==> config.mk <==
export PLATFORM = sky130hd
export DESIGN_NAME = lamp_level_ctrl
export DESIGN_NICKNAME = d
export VERILOG_FILES = /design/src/rtl/lamp_level_ctrl.sv
export SDC_FILE = /design/constraint.sdc
export NUM_CORES = 1
export LEC_CHECK = 0
export ABC_AREA = 1
export CORE_MARGIN = 2
export CORE_UTILIZATION = 53
export DETAILED_ROUTE_END_ITERATION = 10
export GPL_TIMING_DRIVEN = 0
export PLACE_DENSITY = 0.76
export SYNTH_ARGS = -nofsm -noshare
export SYNTH_HDL_FRONTEND = slang
export SYNTH_SLANG_ARGS = --single-unit
==> constraint.sdc <==
create_clock -name clk -period 2.4 [get_ports clk]
set_input_delay 0.48 -clock clk [delete_from_list [all_inputs] [get_ports clk]]
set_output_delay 0.48 -clock clk [all_outputs]
set_load 0.01 [all_outputs]
==> src/rtl/lamp_level_ctrl.sv <==
// lamp_level_ctrl: keeps a lamp target level (manual buttons, or motion + darkness in auto mode)
// and ramps active_lights toward it one lamp per RAMP_DIV cycles.
module lamp_level_ctrl #(
    parameter int RAMP_DIV     = 4,
    parameter int AUTO_LEVEL   = 10,
    parameter int IDLE_TIMEOUT = 32
) (
    input  logic       clk,
    input  logic       reset_n,
    input  logic       mode_manual,
    input  logic       btn_up,
    input  logic       btn_down,
    input  logic       motion,
    input  logic       dark,
    output logic [3:0] active_lights,
    output logic       ramping,
    output logic       occupied
);
    localparam int RW = $clog2(RAMP_DIV);
    localparam int IW = $clog2(IDLE_TIMEOUT);
    localparam logic [RW-1:0] RAMP_LAST = RW'(RAMP_DIV - 1);
    localparam logic [IW-1:0] IDLE_LAST = IW'(IDLE_TIMEOUT - 1);
    localparam logic [3:0]    AUTO_TGT  = 4'(AUTO_LEVEL);

    typedef enum logic {STEADY, RAMP} state_t;

    state_t        state, state_nx;
    logic [3:0]    target, target_nx, lights_nx, step_lights, auto_tgt;
    logic [RW-1:0] ramp_cnt, ramp_cnt_nx;
    logic [IW-1:0] idle_cnt, idle_cnt_nx;
    logic          occupied_nx;

    assign auto_tgt = dark ? AUTO_TGT : 4'd0;

    always_ff @(posedge clk or negedge reset_n) begin
        if (!reset_n) begin
            state         <= STEADY;
            target        <= '0;
            active_lights <= '0;
            ramp_cnt      <= '0;
            idle_cnt      <= '0;
            occupied      <= 1'b0;
            ramping       <= 1'b0;
        end else begin
            state         <= state_nx;
            target        <= target_nx;
            active_lights <= lights_nx;
            ramp_cnt      <= ramp_cnt_nx;
            idle_cnt      <= idle_cnt_nx;
            occupied      <= occupied_nx;
            ramping       <= state_nx == RAMP;
        end
    end

    always_comb begin
        target_nx   = target;
        occupied_nx = occupied;
        idle_cnt_nx = idle_cnt;
        if (mode_manual) begin
            occupied_nx = 1'b0;
            idle_cnt_nx = '0;
            if (btn_up && !btn_down && target != 4'd15)
                target_nx = target + 4'd1;
            else if (btn_down && !btn_up && target != 4'd0)
                target_nx = target - 4'd1;
        end else if (motion) begin
            occupied_nx = 1'b1;
            idle_cnt_nx = '0;
            target_nx   = auto_tgt;
        end else if (occupied) begin
            if (idle_cnt == IDLE_LAST) begin
                occupied_nx = 1'b0;
                idle_cnt_nx = '0;
                target_nx   = 4'd0;
            end else begin
                idle_cnt_nx = idle_cnt + 1'b1;
                target_nx   = auto_tgt;
            end
        end else begin
            target_nx = 4'd0;
        end
    end

    // The ramp follows the registered target, so a new target is seen one edge after it is set.
    always_comb begin
        state_nx    = state;
        ramp_cnt_nx = ramp_cnt;
        lights_nx   = active_lights;
        step_lights = (target > active_lights) ? active_lights + 4'd1 : active_lights - 4'd1;
        if (state == STEADY) begin
            if (target != active_lights) begin
                state_nx    = RAMP;
                ramp_cnt_nx = '0;
            end
        end else if (target == active_lights) begin
            state_nx    = STEADY;
            ramp_cnt_nx = '0;
        end else if (ramp_cnt == RAMP_LAST) begin
            lights_nx   = step_lights;
            ramp_cnt_nx = '0;
            state_nx    = (step_lights == target) ? STEADY : RAMP;
        end else begin
            ramp_cnt_nx = ramp_cnt + 1'b1;
        end
    end
endmodule

# Yosys cells after proc, flatten, opt, wreduce, memory -nomap -nowiden
# Index checks and enable logic that the tools add are counted.
# Widths: inputs -> output; s select.
op_classes:
  add_sub_neg: 6
  n_lt_le_gt_ge: 1
  n_eq_ne: 7
  muxes: 25
  bitwise_logic: 1
  reduce_logical: 10
op_table:
  columns: ["op", "count"]
  rows:
  - ["$mux 4", 8]
  - ["$mux 5", 4]
  - ["$mux 1", 9]
  - ["$add 4x1->4 const B", 2]
  - ["$eq 4x4->1", 2]
  - ["$mux 2", 4]
  - ["$sub 4x1->4 const B", 2]
  - ["$add 5x1->5 const B", 1]
  - ["$eq 5x5->1 const B", 1]
  - ["$gt 4x4->1", 1]
  - ["$logic_and 1x1->1", 4]
  - ["$ne 4x4->1", 1]
  - ["$ne 4x4->1 const B", 1]
  - ["$reduce_bool 4->1", 1]
  - ["$ne 3x1->1 const B", 1]
  - ["$reduce_and 3->1", 1]
  - ["$reduce_bool 3->1", 1]
  - ["$add 2x1->2 const B", 1]
  - ["$eq 2x2->1 const B", 1]
  - ["$logic_not 1->1", 2]
  - ["$reduce_bool 2->1", 1]
  - ["$not 1->1", 1]
totals:
  reg_bits: 17
  input_bits: 7
  out_inout_bits: 6

# Depth between registers and ports, before layout
# Gate-level depths: netlist of the first run.
logic_depth:
  depth_word: 7
  ltp_mapped: 18

# Worst setup path before layout of the first run
# OpenSTA, ideal clock, no wires.
synth_path:
  path_kind: "register to register"
  start: "reg active_lights[3]"
  end: "reg state"
  setup_ns: 0.122
  arrival_time_ns: 2.098
  required_ns: 2.278
  path_slack_ns: 0.181
  stages_incl_launch_ff: 14
  path_buffers: 0
  synth_period_minus_slack_ns: 2.219
  cell_sequence: "dfrtp_1 inv_1 ha_1 nand2_2 inv_1 nand2_1 a21oi_2 fa_1 a21oi_1 o2111ai_1 nor2_1 nand2_1 nor2_1 nor2_1"
synth_between:
  elab_chain_len: 7
  word_cells_on_any_way: 12
synth_rtl:
  columns: ["element", "line", "text"]
  rows:
  - ["start, declared", "15", "output logic [3:0] active_lights,"]
  - ["start signal, assigned", "47", "active_lights <= lights_nx;"]
  - ["$sub 4x1->4, or another cell as far along", "89", "step_lights = (target > active_lights) ? active_lights + 4'd1 : active_lights - 4'd1;"]
  - ["$mux 4", "89", null]
  - ["$eq 4x4->1", "101", "state_nx = (step_lights == target) ? STEADY : RAMP;"]
  - ["$mux 1", "101", null]
  - ["$mux 1", "98", "end else if (ramp_cnt == RAMP_LAST) begin"]
  - ["$mux 1", "95", "end else if (target == active_lights) begin"]
  - ["$mux 1 *", "90", "if (state == STEADY) begin"]
  - ["via state_nx", "27", "state_t state, state_nx;"]
  - ["end signal, assigned", "45", "state <= state_nx;"]
  - ["end, declared", "27", null]
# Mark *: on every way through the listed nets, which the timed path passes. The rest lies on a longest branch.
# A chain may end at the register's enable or synchronous reset.

# Worst setup path after layout of the first run
layout_path:
  start: "reg target[0]"
  end: "reg state"
layout_between:
  elab_chain_len: 7
  word_cells_on_any_way: 10
layout_rtl:
  columns: ["element", "line", "text"]
  rows:
  - ["start, declared", "28", "logic [3:0] target, target_nx, lights_nx, step_lights, auto_tgt;"]
  - ["start signal, assigned", "46", "target <= target_nx;"]
  - ["$gt 4x4->1", "89", null]
  - ["$mux 4", "89", null]
  - ["$eq 4x4->1", "101", null]
  - ["$mux 1", "101", null]
  - ["$mux 1", "98", null]
  - ["$mux 1", "95", null]
  - ["$mux 1 *", "90", null]
  - ["via state_nx", "27", null]
# Marks and branches as above.

==> summary.txt, run 1 <==
initial antenna violation count = 0
syn_area_per_cell = 8.042 sq um
Req. time, crit path = 2.60 ns
post-synth top area cell = dfrtp_1
number of global-route vias before repair = 1017
post-layout worst setup margin = 0.03039 ns
WL/cell = 13.83 microns
crit-path max FO = 5
synth top area cells = dfrtp_1 36%, ha_1 12%, nand2_1 9.0%
Core Region = 2022 sq um
Hold Path Class = flop to flop
non-filler cells, final = 201
Cells after DPL = 184
DRT Wirelength = 2.780 mm
layout cells sized above 1 = 0.2529
Slew headroom = 0.4697
CTS sink cnt = 17
Reg2Reg Depth = 12
top cells by count, synth = 28 x nand2_1, 21 x inv_1, 17 x dfrtp_1
Seq pwr share = 0.203
status = complete, no violations
Final Slew Violations = 0
Die ar. = 2591 sq um
DRT antenna net count = 0
Placer Congestion = 0.8639
clock skew = 0.002916 ns
Fin. Hold Viols = 0
Mapped Nets = 165
DRC Markers = 0
worst setup path startpoint = target[0]$_DFFE_PN0P_
DR vias = 1081
Unique masters post-synth = 24
internal power = 1171 uW
die height = 50.91 microns
via-per-instance ratio = 5.378
final net count = 195
worst IR drop on VDD = 1.123 mV
Max-Cap Viols = 0
flops & latches, synth = 17
cts hold-fix bufs = 0
Mapped Area = 1166 sq um
die width = 50.91 microns
RR Startpoint = target[0]$_DFFE_PN0P_
Achievable Freq = 0.4220 GHz
FP Rows = 16
Pleak = 0.0007319 uW
CP Launch Type = flop
type of the worst setup path = flop to flop
Post-synth EDFFs = 0
TritonCTS clock tree = yes
setup TNS = 0 ns
starting utilization of the core area = 0.5767
final non-filler cell area = 1535 sq um
placed standard-cell area = 1320 sq um
CTS Buffer Depth = 2
Mapped Cells = 145
Psw = 1068 uW
fin crit share = 0.9873
Async SR Flop Fraction = 1.000
Design Power = 2238 uW
IO Pins = 13
flop2flop setup slack = 0.03 ns
share of the yosys chip area belonging to registers = 0.3648
Worst Path Arrival = 2.57 ns
Synth warnings = 0
Finish-stage setup viols = 0
Root Buffer = clkbuf_4
Critical Path End = state$_DFF_PN0_
Pre-Repair DR Iteration Count = 4
Iter 0 DRT Violations = 21
Area Growth Syn to Fin = 31.65%
port buffer count = 12
reg2reg end = state$_DFF_PN0_
PD cells = 1458 nW/um^2
first-pass GRT wire length = 4.140 mm
Main synth FF type = dfrtp_1
clk_lat worst skew = 0.30 ns
Net Sw Frac = 0.4770
Logic pwr share = 0.726
ANT cells = 0
gr ovfl total = 0
Synth top area share = 0.3648
H-tree levels = 1
min cycle time layout = 2.370 ns
gr usage total = 0.2111
clock power share = 0.072
Worst-Margin Slew = 0.7930 ns
top-count cell post-synth = nand2_1
Clock transition at path regs = 0.11 ns
post-detail-place hpwl = 1.758 mm
cts bufs inserted = 3
setup slack at placement = 0.01071 ns
crit path capture type = flop
pin count of the biggest net entering global routing = 18
logic make-up (layout without fill, tap and decap cells):
logic type / after synthesis / in the layout / synth area share
AO/OA/AOI/OAI: 24 / 24 / 0.1191
adder cells (fa/ha/maj): 13 / 13 / 0.1524
XOR/XNOR: 6 / 6 / 0.04507
flip-flops: 17 / 17 / 0.3648
AND/OR/NAND/NOR: 63 / 63 / 0.2479
buffers and inverters: 22 / 51 / 0.07082
worst max-delay path: stages (launching register included):
cell	delay, ns
dfrtp_1	0.44
inv_2	0.09
ha_4	0.28
nand2_1	0.08
nor2_4	0.20
a21oi_4	0.06
fa_2	0.53
a21oi_2	0.16
o2111ai_2	0.11
nor2_1	0.12
nand2_1	0.06
nor2_1	0.08
nor2_1	0.04
worst min-delay path by stage:
stage	startpoint	endpoint	slack, ns	cells past startpoint
2_1_floorplan	reset_n	active_lights[0]$_DFFE_PN0P_	0.18	0
3_3_place_gp	ramp_cnt[1]$_DFFE_PN0P_	ramp_cnt[1]$_DFFE_PN0P_	0.52	2
3_5_place_dp	ramp_cnt[1]$_DFFE_PN0P_	ramp_cnt[1]$_DFFE_PN0P_	0.52	2
4_1_cts	ramp_cnt[1]$_DFFE_PN0P_	ramp_cnt[1]$_DFFE_PN0P_	0.54	2
5_1_grt	ramp_cnt[1]$_DFFE_PN0P_	ramp_cnt[1]$_DFFE_PN0P_	0.57	2
6_report	ramp_cnt[1]$_DFFE_PN0P_	ramp_cnt[1]$_DFFE_PN0P_	0.54	2
power by group through the flow:
stage	combinational (uW)	sequential [uW]	clock, uW
CTS	1130	460	163
global placement	1060	465	0
floorplan	825	466	0
global route	1780	461	184
finish	1620	453	161
detailed placement	1100	471	0
layout make-up:
cell class,count,area [sq um]
repair buffers,25,217.7
fillers,148,486.7
clock inverters,1,5.005
flip-flops and latches,17,429.2
multi-input cells,106,744.5
inverters,22,82.58
clock buffers,3,22.52
well taps,27,33.78
metrics by stage:
| step | utilization | hold WS, ns |
|---|---|---|
| 6_report | 0.7593 | 0.5351 |
| 5_1_grt | 0.7593 | 0.5679 |
| 4_1_cts | 0.6708 | 0.5373 |
| 3_5_place_dp | 0.6528 | 0.5184 |
| 3_3_place_gp | 0.6528 | 0.5187 |
| 2_1_floorplan | - | 0.1844 |
what timing repair did:
| item | 4_1_cts | 5_1_grt |
|---|---|---|
| pin swaps | 0 | 7 |
| endpoints found under the hold margin | 0 | 0 |
| endpoints found under the setup margin | 1 | 2 |
| resized for setup | 1 | 19 |
| setup buffers | 1 | 12 |
placed cells by master, fill, tap and decap left out, drive strengths merged:
cell           count
nand4              2
fa                 2
a31oi              1
dfrtp             17
ha                11
xor2               3
o2111ai            1
clkinv             1
o32ai              1
inv               22
clkbuf             3
o211ai             1
nor2              14
nand2             31
or2                1
xnor2              3
o21ai             10
nand3             15
buf               13
a21oi             10
clkdlybuf4s50     12
flip-flops by register name, summed over array words and instances (netlist names):
signal	count
target	4
ramp_cnt	2
occupied	1
idle_cnt	5
state	1
active_lights	4
layer usage:
layer	vias to the layer above	routed length, microns	global-route usage
met5	-	0	0
met4	0	54	0.07207
met3	6	65	0.03509
met2	23	1505	0.3745
met1	512	1155	0.2570
li1	540	-	-
Power figures use the tool's default switching activity.
==> run 2: changes to the inputs <==
- PLACE_DENSITY: 0.76 -> 0.87
==> summary.txt, run 2 (synthesized netlist as in run 1, its figures left out) <==
Die ar. = 2591 sq um
Largest Register = idle_cnt
placed standard-cell area = 1320 sq um
Finish-stage setup viols = 1
Core Region = 2022 sq um
most common cell after layout, fill and taps aside = nand2_1
Req. time, crit path = 2.59 ns
RR Startpoint = target[0]$_DFFE_PN0P_
PD cells = 1483 nW/um^2
starting utilization of the core area = 0.5767
Final Slew Violations = 0
Design Power = 2274 uW
Pleak = 0.0007339 uW
Filler cells = 130
pin count of the biggest net entering global routing = 18
Max-Cap Viols = 0
Placer Congestion = 0.9014
CP Launch Type = flop
min cycle time layout = 2.410 ns
DRC Markers = 0
post-detail-place hpwl = 1.729 mm
initial antenna violation count = 0
die width = 50.91 microns
most frequent cells in the layout = 25 x nand2_1, 18 x inv_1, 13 x nor2_1, 13 x nand3_1, 13 x buf_4
final non-filler cell area = 1533 sq um
CTS sink cnt = 17
layout cells sized above 1 = 0.2529
post-layout worst setup margin = -0.01034 ns
DRT antenna net count = 0
fin util = 0.7580
fin crit share = 1.004
HP Start = active_lights[0]$_DFFE_PN0P_
Clock transition at path regs = 0.11 ns
via-per-instance ratio = 5.498
number of global-route vias before repair = 968
CTS Buffer Depth = 2
port buffer count = 12
H-tree levels = 1
Hold Path Class = flop to flop
Worst Path Arrival = 2.61 ns
worst setup path startpoint = target[0]$_DFFE_PN0P_
final net count = 195
setup TNS = -0.01034 ns
crit-path max FO = 5
gr usage total = 0.2021
Worst-Margin Slew = 0.7518 ns
area occupied by multi-input gates = 739.5 sq um
type of the worst setup path = flop to flop
clock skew = 0.003763 ns
failing checks = setup timing
Achievable Freq = 0.4149 GHz
number of flip-flops in the largest register = 5
cts hold-fix bufs = 0
status = finished, violations left
Fin. Hold Viols = 0
crit path capture type = flop
clk_lat worst skew = 0.30 ns
largest registers = idle_cnt: 5 flops, active_lights: 4 flops, target: 4 flops
ANT cells = 0
die height = 50.91 microns
WL/cell = 14.15 microns
Pre-Repair DR Iteration Count = 5
register area = 431.7 sq um
FP Rows = 16
IO Pins = 13
DR vias = 1105
Area Growth Syn to Fin = 31.44%
Iter 0 DRT Violations = 28
TritonCTS clock tree = yes
cts bufs inserted = 3
worst IR drop on VDD = 1.445 mV
gr ovfl total = 0
DRT Wirelength = 2.844 mm
first-pass GRT wire length = 4.008 mm
Slew headroom = 0.4972
Root Buffer = clkbuf_4
[run 2: repair_timing]
item | in CTS | in global routing
buffers inserted | 0 | 13
endpoints found under the setup margin | 0 | 2
gates resized for setup | 0 | 20
[run 2: path summary, 6_finish.rpt]
check	depth (start not counted)	endpoint	slack [ns]
min	1	active_lights[0]$_DFFE_PN0P_	0.51
max	12	state$_DFF_PN0_	-0.01
min in group asynchronous	1	state$_DFF_PN0_	0.61
max in group asynchronous	1	target[2]$_DFFE_PN0P_	1.27
min reg2reg	1	active_lights[0]$_DFFE_PN0P_	0.51
max reg2reg	12	state$_DFF_PN0_	-0.01
[run 2: layout make-up]
class                           instances  area share
Clock inverter                          1    0.003265
Multi-Input combinational cell        106      0.4824
Inverter                               22     0.05388
Sequential cell                        17      0.2816
Clock buffer                            3     0.01469
Tap cell                               27     0.02204
Timing Repair Buffer                   25      0.1420
[run 2: power breakdown]
group | leakage [uW] | switching (uW) | internal, uW
registers | 0.000206 | 80.9 | 373
clock network | 0.0000177 | 100 | 62.1
logic | 0.000511 | 892 | 765
total | 0.000734 | 1070 | 1200
[run 2: critical path, stage by stage (launching register included)]
cell and delay (ns):
dfrtp_2 0.40, inv_2 0.06, ha_1 0.32, nand2_2 0.09, nor2_4 0.20, a21oi_4 0.06
fa_1 0.47, xnor2_2 0.26, xor2_1 0.11, nor2_1 0.13, nand2_1 0.06, nor2_1 0.10
nor2_1 0.05
[run 2: routing by layer]
metal  part of all wire  GRT usage  vias up
li1                   -          -      535
met5                  0          0        -
met2               0.52     0.3463       37
met1               0.43     0.2491      529
met3              0.043    0.03216        4
met4             0.0070    0.09009        0
[run 2: per-stage QoR]
stage          setup WS [ns]  instances  hold WS, ns
2_1_floorplan         0.1806        145       0.1844
3_3_place_gp         0.08674        184       0.5165
3_5_place_dp         0.04630        184       0.5445
4_1_cts              0.01836        188       0.5603
5_1_grt              -0.1188        201       0.5078
6_report            -0.01034        201       0.5099
==> run 3: changes to the inputs <==
- RECOVER_POWER: default -> 25
==> summary.txt, run 3 (synthesized netlist as in run 1, its figures left out) <==
pin count of the biggest net entering global routing = 18
cts hold-fix bufs = 0
via-per-instance ratio = 5.512
crit-path max FO = 5
most frequent cells in the layout = 25 x nand2_1, 18 x inv_1, 13 x nor2_1, 13 x nand3_1, 13 x buf_4
fin util = 0.7580
IO Pins = 13
Final Slew Violations = 0
Hold Path Class = flop to flop
number of global-route vias before repair = 968
Worst path max stage delay = 0.47 ns
Worst Path Arrival = 2.61 ns
clk_lat worst skew = 0.30 ns
ANT cells = 0
CTS sink cnt = 17
CP Launch Type = flop
Worst-Margin Slew = 0.7592 ns
worst IR drop on VDD = 1.444 mV
WHS Path Cells = 1
Iter 0 DRT Violations = 28
DRT Wirelength = 2.834 mm
status = finished, violations left
gr ovfl total = 0
Clock transition at path regs = 0.11 ns
failing checks = setup timing
most common cell after layout, fill and taps aside = nand2_1
DRC Markers = 0
Req. time, crit path = 2.59 ns
post-detail-place hpwl = 1.729 mm
DR vias = 1108
Area Growth Syn to Fin = 31.44%
H-tree levels = 1
number of flip-flops in the largest register = 5
cts bufs inserted = 3
post-layout worst setup margin = -0.01020 ns
DRT antenna net count = 0
Slew headroom = 0.4922
Largest Register = idle_cnt
min cycle time layout = 2.410 ns
type of the worst setup path = flop to flop
Pre-Repair DR Iteration Count = 4
layout cells sized above 1 = 0.2529
Placer Congestion = 0.9014
FP Rows = 16
Pleak = 0.0007342 uW
TritonCTS clock tree = yes
fin crit share = 1.004
Fin. Hold Viols = 0
CP Cell Sequence = inv_2, ha_1, nand2_2, nor2_4, a21oi_4, fa_1, xnor2_2, xor2_1, nor2_1, nand2_1, nor2_1, nor2_1
Max-Cap Viols = 0
first-pass GRT wire length = 4.008 mm
Finish-stage setup viols = 1
Core Region = 2022 sq um
port buffer count = 12
most frequent CP cell = nor2_1
PD cells = 1482 nW/um^2
reg2reg end = state$_DFF_PN0_
Achievable Freq = 0.4149 GHz
setup slack at placement = 0.04630 ns
Die ar. = 2591 sq um
final net count = 195
Reg2Reg Depth = 12
largest registers = idle_cnt: 5 flops, active_lights: 4 flops, target: 4 flops
RR Startpoint = target[0]$_DFFE_PN0P_
die width = 50.91 microns
crit path capture type = flop
flop2flop setup slack = -0.01 ns
HP Start = active_lights[0]$_DFFE_PN0P_
starting utilization of the core area = 0.5767
clock skew = 0.003763 ns
setup TNS = -0.01020 ns
WL/cell = 14.10 microns
hold worst-path end = active_lights[0]$_DFFE_PN0P_
gr usage total = 0.2021
initial antenna violation count = 0
Root Buffer = clkbuf_4
cell family with the largest share of critical-path delay = adder cells
CP max-delay cell = fa_1
die height = 50.91 microns
worst path buffer plus inverter count = 1
CTS Buffer Depth = 2
run 3: changes by cell type in the layout (fill, tap and decap cells not counted):
cell	before	now
clkdlybuf4s50_1	12	11
dlygate4sd3_1	0	1
run 3: how the worst max path moves through the flow:
| stage | from | endpoint | slack (ns) | depth (start not counted) |
|---|---|---|---|---|
| 2_1_floorplan | active_lights[3]$_DFFE_PN0P_ | state$_DFF_PN0_ | 0.18 | 13 |
| 3_3_place_gp | target[0]$_DFFE_PN0P_ | state$_DFF_PN0_ | 0.09 | 12 |
| 3_5_place_dp | target[0]$_DFFE_PN0P_ | state$_DFF_PN0_ | 0.05 | 15 |
| 4_1_cts | target[0]$_DFFE_PN0P_ | state$_DFF_PN0_ | 0.02 | 15 |
| 5_1_grt | target[0]$_DFFE_PN0P_ | state$_DFF_PN0_ | -0.12 | 12 |
| 6_report | target[0]$_DFFE_PN0P_ | state$_DFF_PN0_ | -0.01 | 12 |
run 3: metrics by stage:
step                hold slack, ns  cell area [sq um]  cells  power [uW]
floorplan                   0.1844               1166    145        1291
global placement            0.5165               1320    184        1504
detailed placement          0.5445               1320    184        1565
CTS                         0.5603               1348    188        1726
global route                0.5078               1533    201        2447
finish                      0.5099               1533    201        2272
run 3: report_power, final:
part | switching (uW) | internal [uW] | total (uW)
sequential | 80.1 | 373 | 453
combinational | 891 | 765 | 1660
clock | 100 | 62.1 | 162
total | 1070 | 1200 | 2270
run 3: final cells by class:
type / instances / area [sq um]
multi-input cells: 106 / 739.5
fillers: 130 / 489.2
flip-flops and latches: 17 / 431.7
repair buffers: 25 / 217.7
inverters: 22 / 82.58
well taps: 27 / 33.78
clock buffers: 3 / 22.52
clock inverters: 1 / 5.005
run 3: what timing repair did:
action	in CTS	in global routing
resized for setup	0	20
endpoints found under the hold margin	0	0
buffers inserted	0	13
endpoints found under the setup margin	0	2
run 3: layer usage:
metal | part of all wire | GRT usage
met3 | 0.042 | 0.03216
met2 | 0.52 | 0.3463
met4 | 0.0071 | 0.09009
met1 | 0.44 | 0.2491
met5 | 0 | 0
